--- config.mk ---
export PLATFORM = sky130hd
export DESIGN_NAME = grf_wb_loader
export DESIGN_NICKNAME = d
export VERILOG_FILES = /design/src/rtl/grf_wb_loader.sv
export SDC_FILE = /design/constraint.sdc
export NUM_CORES = 1
export LEC_CHECK = 0
export ABC_AREA = 1
export BUFFER_PORTS_ARGS = -buffer_cell sky130_fd_sc_hd__buf_2
export CORE_MARGIN = 5
export CORE_UTILIZATION = 48
export CTS_BUF_LIST = sky130_fd_sc_hd__clkbuf_16
export CTS_CLUSTER_SIZE = 20
export DETAILED_ROUTE_END_ITERATION = 6
export PLACE_DENSITY = 0.76
export SYNTH_ARGS = -nofsm -noshare
export SYNTH_HDL_FRONTEND = slang
export SYNTH_SLANG_ARGS = --single-unit
--- constraint.sdc ---
create_clock -name Clk -period 1.4 [get_ports Clk]
set_input_delay 0.35 -clock Clk [delete_from_list [all_inputs] [get_ports Clk]]
set_output_delay 0.35 -clock Clk [all_outputs]
set_load 0.005 [all_outputs]
--- src/rtl/grf_wb_loader.sv ---
// Writeback producer for the byte-enabled register file: retires ALU results
// directly and turns load responses into aligned, byte-enabled writes.
//
// state | meaning
// IDLE  | ready for the next retiring instruction
// WAIT  | load accepted, data-memory response pending
// DRAIN | load flushed, response still owed and will be discarded
module grf_wb_loader #(
    parameter int PC_W = 32
) (
    input  logic            Clk,
    input  logic            Clr,
    input  logic            req_valid,
    output logic            req_ready,
    input  logic [2:0]      req_op,
    input  logic [1:0]      req_addr_lo,
    input  logic [4:0]      req_dest,
    input  logic [31:0]     req_data,
    input  logic [PC_W-1:0] req_pc,
    input  logic            flush,
    input  logic            mem_rvalid,
    input  logic [31:0]     mem_rdata,
    output logic            dm_stall,
    output logic [4:0]      WriteAddr,
    output logic [3:0]      WriteEnable,
    output logic [31:0]     WriteData,
    output logic [PC_W-1:0] WritePC
);

    localparam logic [1:0] S_IDLE  = 2'd0;
    localparam logic [1:0] S_WAIT  = 2'd1;
    localparam logic [1:0] S_DRAIN = 2'd2;

    localparam logic [2:0] OP_ALU = 3'd0;
    localparam logic [2:0] OP_LB  = 3'd1;
    localparam logic [2:0] OP_LBU = 3'd2;
    localparam logic [2:0] OP_LH  = 3'd3;
    localparam logic [2:0] OP_LHU = 3'd4;
    localparam logic [2:0] OP_LWL = 3'd6;
    localparam logic [2:0] OP_LWR = 3'd7;

    logic [1:0]      state, state_nxt;
    logic [2:0]      op_q;
    logic [1:0]      addr_q;
    logic [4:0]      dest_q;
    logic [PC_W-1:0] pc_q;

    logic [31:0] shr, shl, ld_data;
    logic [15:0] half;
    logic [3:0]  ld_we;

    always_comb begin
        state_nxt = state;
        case (state)
            S_IDLE:  if (req_valid && req_op != OP_ALU) state_nxt = S_WAIT;
            S_WAIT: begin
                if (mem_rvalid)  state_nxt = S_IDLE;
                else if (flush)  state_nxt = S_DRAIN;
            end
            S_DRAIN: if (mem_rvalid) state_nxt = S_IDLE;
            default: state_nxt = S_IDLE;
        endcase
    end

    // LWL/LWR merge with the old register value through partial byte enables.
    always_comb begin
        shr     = mem_rdata >> {addr_q, 3'b000};
        shl     = mem_rdata << {~addr_q, 3'b000};
        half    = addr_q[1] ? mem_rdata[31:16] : mem_rdata[15:0];
        ld_data = mem_rdata;
        ld_we   = 4'b1111;
        case (op_q)
            OP_LB:   ld_data = {{24{shr[7]}}, shr[7:0]};
            OP_LBU:  ld_data = {24'd0, shr[7:0]};
            OP_LH:   ld_data = {{16{half[15]}}, half};
            OP_LHU:  ld_data = {16'd0, half};
            OP_LWL: begin
                ld_data = shl;
                ld_we   = 4'b1111 << ~addr_q;
            end
            OP_LWR: begin
                ld_data = shr;
                ld_we   = 4'b1111 >> addr_q;
            end
            default: ld_data = mem_rdata;
        endcase
    end

    always_ff @(posedge Clk) begin
        if (Clr) begin
            state       <= S_IDLE;
            req_ready   <= 1'b1;
            dm_stall    <= 1'b0;
            op_q        <= OP_ALU;
            addr_q      <= 2'd0;
            dest_q      <= 5'd0;
            pc_q        <= '0;
            WriteAddr   <= 5'd0;
            WriteEnable <= 4'd0;
            WriteData   <= 32'd0;
            WritePC     <= '0;
        end else begin
            state       <= state_nxt;
            req_ready   <= (state_nxt == S_IDLE);
            dm_stall    <= (state_nxt == S_WAIT);
            WriteEnable <= 4'd0;
            case (state)
                S_IDLE: begin
                    if (req_valid) begin
                        if (req_op == OP_ALU) begin
                            WriteAddr   <= req_dest;
                            WriteData   <= req_data;
                            WritePC     <= req_pc;
                            WriteEnable <= (req_dest != 5'd0) ? 4'b1111 : 4'b0000;
                        end else begin
                            op_q   <= req_op;
                            addr_q <= req_addr_lo;
                            dest_q <= req_dest;
                            pc_q   <= req_pc;
                        end
                    end
                end
                S_WAIT: begin
                    if (mem_rvalid && !flush) begin
                        WriteAddr   <= dest_q;
                        WriteData   <= ld_data;
                        WritePC     <= pc_q;
                        WriteEnable <= (dest_q != 5'd0) ? ld_we : 4'b0000;
                    end
                end
                default: ;
            endcase
        end
    end

endmodule

==> results.json <==
{
  "num_io_pins": 186,
  "drc": 0,
  "worstSetupPathType": "flop to flop",
  "layout.nets": 1405,
  "hold_buffers": 0,
  "path_clk_slew_ns": 0.05,
  "antenna_found_initial": 2,
  "p_switching_mw": 3.31,
  "cts_buffer_depth": 2,
  "core_mm2": 0.0133,
  "htreeDepth": 4,
  "final_hold_viol_count": 0,
  "synth.top_cell.area_share_pct": 36.1,
  "hp-class": "input pin to flop",
  "cp.arrival_ns": 2.01,
  "whs_ns": 0.152,
  "clock_sinks": 119,
  "critPathMaxFanout": 14,
  "power_density_mw_per_mm2": 1100,
  "syn_nets": 1175,
  "rsz0062_at_grt": "yes",
  "synth_area_leader_cell": "dfxtp_1",
  "grt_pass1_wl_um": 39200,
  "critPathMaxStageDelay_ns": 0.36,
  "grt_max_degree": 46,
  "n_antenna_cell": 0,
  "fmax_ghz": 0.586,
  "clock_latency_ns": 0.42,
  "drive_gt1_share_pct": 32.1,
  "cp.required_ns": 1.70,
  "violations": "setup timing",
  "power_frac_seq_pct": 35.8,
  "num_rows": 42,
  "synth_area_mm2": 0.00660,
  "fp.dieArea_mm2": 0.0162,
  "syn_area_per_cell_um2": 6.20,
  "setup_viol": 115,
  "skew_ns": 0.00891,
  "crit_top_cell": "buf_12",
  "maxCapViolCount": 0,
  "worst_pin_slew_ns": 0.537,
  "vias": 8557,
  "pwr-share-comb_pct": 24.2,
  "ys.flop_type": "dfxtp_1",
  "fin_crit_ns": 1.71,
  "synthTopCellsByCount": "nand2_1 (259), nor2_1 (169), a21oi_1 (131)",
  "die_h_um": 127,
  "rrSetupSlack_ns": -0.31,
  "track_usage_pct": 30.2,
  "status": "finished with violations",
  "place_hpwl_um": 15500,
  "place_congestion": 0.922,
  "p_int_mw": 7.27,
  "setup_tns_ns": -22.02,
  "ys_seq_area_share_pct": 36.1,
  "yosys_warnings": 0,
  "worst_slack_ns": -0.307,
  "initial_core_util_pct": 49.4,
  "synthToLayoutAreaGrowth_pct": 46.2,
  "async_flop_share_pct": 0,
  "overflow": 0,
  "fp.dieW_um": 127,
  "first_iter_violations": 1027,
  "syn-instance-count": 1064,
  "ir_drop_mv": 0.820,
  "ant_nets": 0,
  "synth_cell_types": 25,
  "cp_top_family": "buffers and inverters",
  "maxSlewViolCount": 0,
  "cp-start-kind": "flop",
  "cp-end-kind": "flop",
  "crit_path_top_delay_cell": "dfxtp_4",
  "drt-total-wl_um": 27200,
  "synth_seq_cells": 119,
  "power_frac_clock_pct": 39.9,
  "dr.pass1.iters": 6,
  "cellLeakagePower_nw": 4.73,
  "synth_most_common_cell": "nand2_1",
  "cts_tree": "yes",
  "viasPerCell": 5.77,
  "grt_pass1_vias": 7569,
  "synth.area.top_cells": "dfxtp_1 (36%), nand2_1 (15%), a21oi_1 (9.9%), o21ai_0 (9.9%), nor2_1 (9.6%)",
  "clock-root-buffer": "clkbuf_16",
  "critPathBufInv": 4,
  "finalCritPeriodShare_pct": 122,
  "fillers": 1078,
  "portBuffers": 185,
  "numCtsBuffers": 17,
  "relSlewSlack_pct": 63.8,
  "wl_per_cell_um": 18.3,
  "switching_share_pct": 31.3,
  "synth_edf_count": 0,
  "crit_chain": "inv_4 > nand2_4 > or2_4 > buf_6 > o21ai_4 > buf_12 > buf_12 > nand3_1 > o211a_1"
}
-- cells in the final DEF (no fill, tap or decap), types with 10 or more instances in the layout --
cell       instances
buf_2            185
inv_1             55
nand2_1          256
nor2_4            10
o21ai_2           38
o21ai_0           44
nand3_1           59
a21oi_1          121
buf_12            15
o211a_1           22
buf_4             63
dfxtp_1          113
buf_6             10
nor2_1           155
o21ai_1           41
clkbuf_16         24
o21ai_4           10
-- worst paths after layout --
kind / depth (start not counted) / to / from
hold reg to reg: 2 / pc_q[26] / pc_q[26]
setup / recovery: 9 / WritePC[14] / state[1]
hold / removal: 2 / state[1] / mem_rvalid
setup reg to reg: 9 / WritePC[14] / state[1]
-- power groups by stage --
stage	sequential, mW	clock, mW	combinational (mW)
floorplan	3.80	0	1.20
global placement	3.81	0	2.01
detailed placement	3.81	0	2.03
CTS	3.77	4.22	2.23
global route	3.81	4.41	2.77
finish	3.79	4.22	2.56
-- sequential cells by signal (all words and copies together) (netlist names), 2 cells and up --
register / cells
WriteAddr: 5
WriteData: 32
WriteEnable: 4
WritePC: 32
addr_q: 2
dest_q: 5
op_q: 3
pc_q: 32
state: 2
-- kinds of logic after synthesis --
logic type / after synthesis / share of synthesized area, %
DFF: 119 / 36.1
buffers and inverters: 139 / 8.59
and+or+nand+nor: 513 / 31.0
AOI/OAI and AO/OA: 293 / 24.3
-- routing by layer --
metal | global-route usage, % | part of all wire, %
met1 | 39.9 | 39
met2 | 47.9 | 46
met3 | 7.85 | 11
met4 | 10.9 | 4.0
met5 | 0 | 0.092
-- metrics by stage --
step	area [um2]	std cells	utilization (%)	worst slack (ns)	power, mW
after floorplan	6620	1064	-	-0.0143	5.00
after global placement	8080	1422	60.5	-0.441	5.82
after detailed placement	8080	1422	60.5	-0.512	5.85
after CTS	9120	1470	68.3	-0.221	10.2
after global routing	9640	1483	72.3	-0.353	11.0
final	9640	1483	72.3	-0.307	10.6
-- what timing repair did --
item                       in CTS  in global routing
buffers inserted                9                  6
setup endpoints to repair     115                117
gates resized for setup       116                115
gates cloned                    7                  8
pin swaps                      11                 16
-- area by class of cell --
type                       count  area (um2)  share of cell area, %
inverter                      62         240                   2.49
tap                          176         220                   2.28
multi-input combinational    809        4120                   42.7
clock buffer                  17         425                   4.41
clock inverter                15         138                   1.43
sequential                   119        2400                   24.9
timing repair buffer         285        2100                   21.8
No activity file was read; power rests on OpenSTA's default activity.
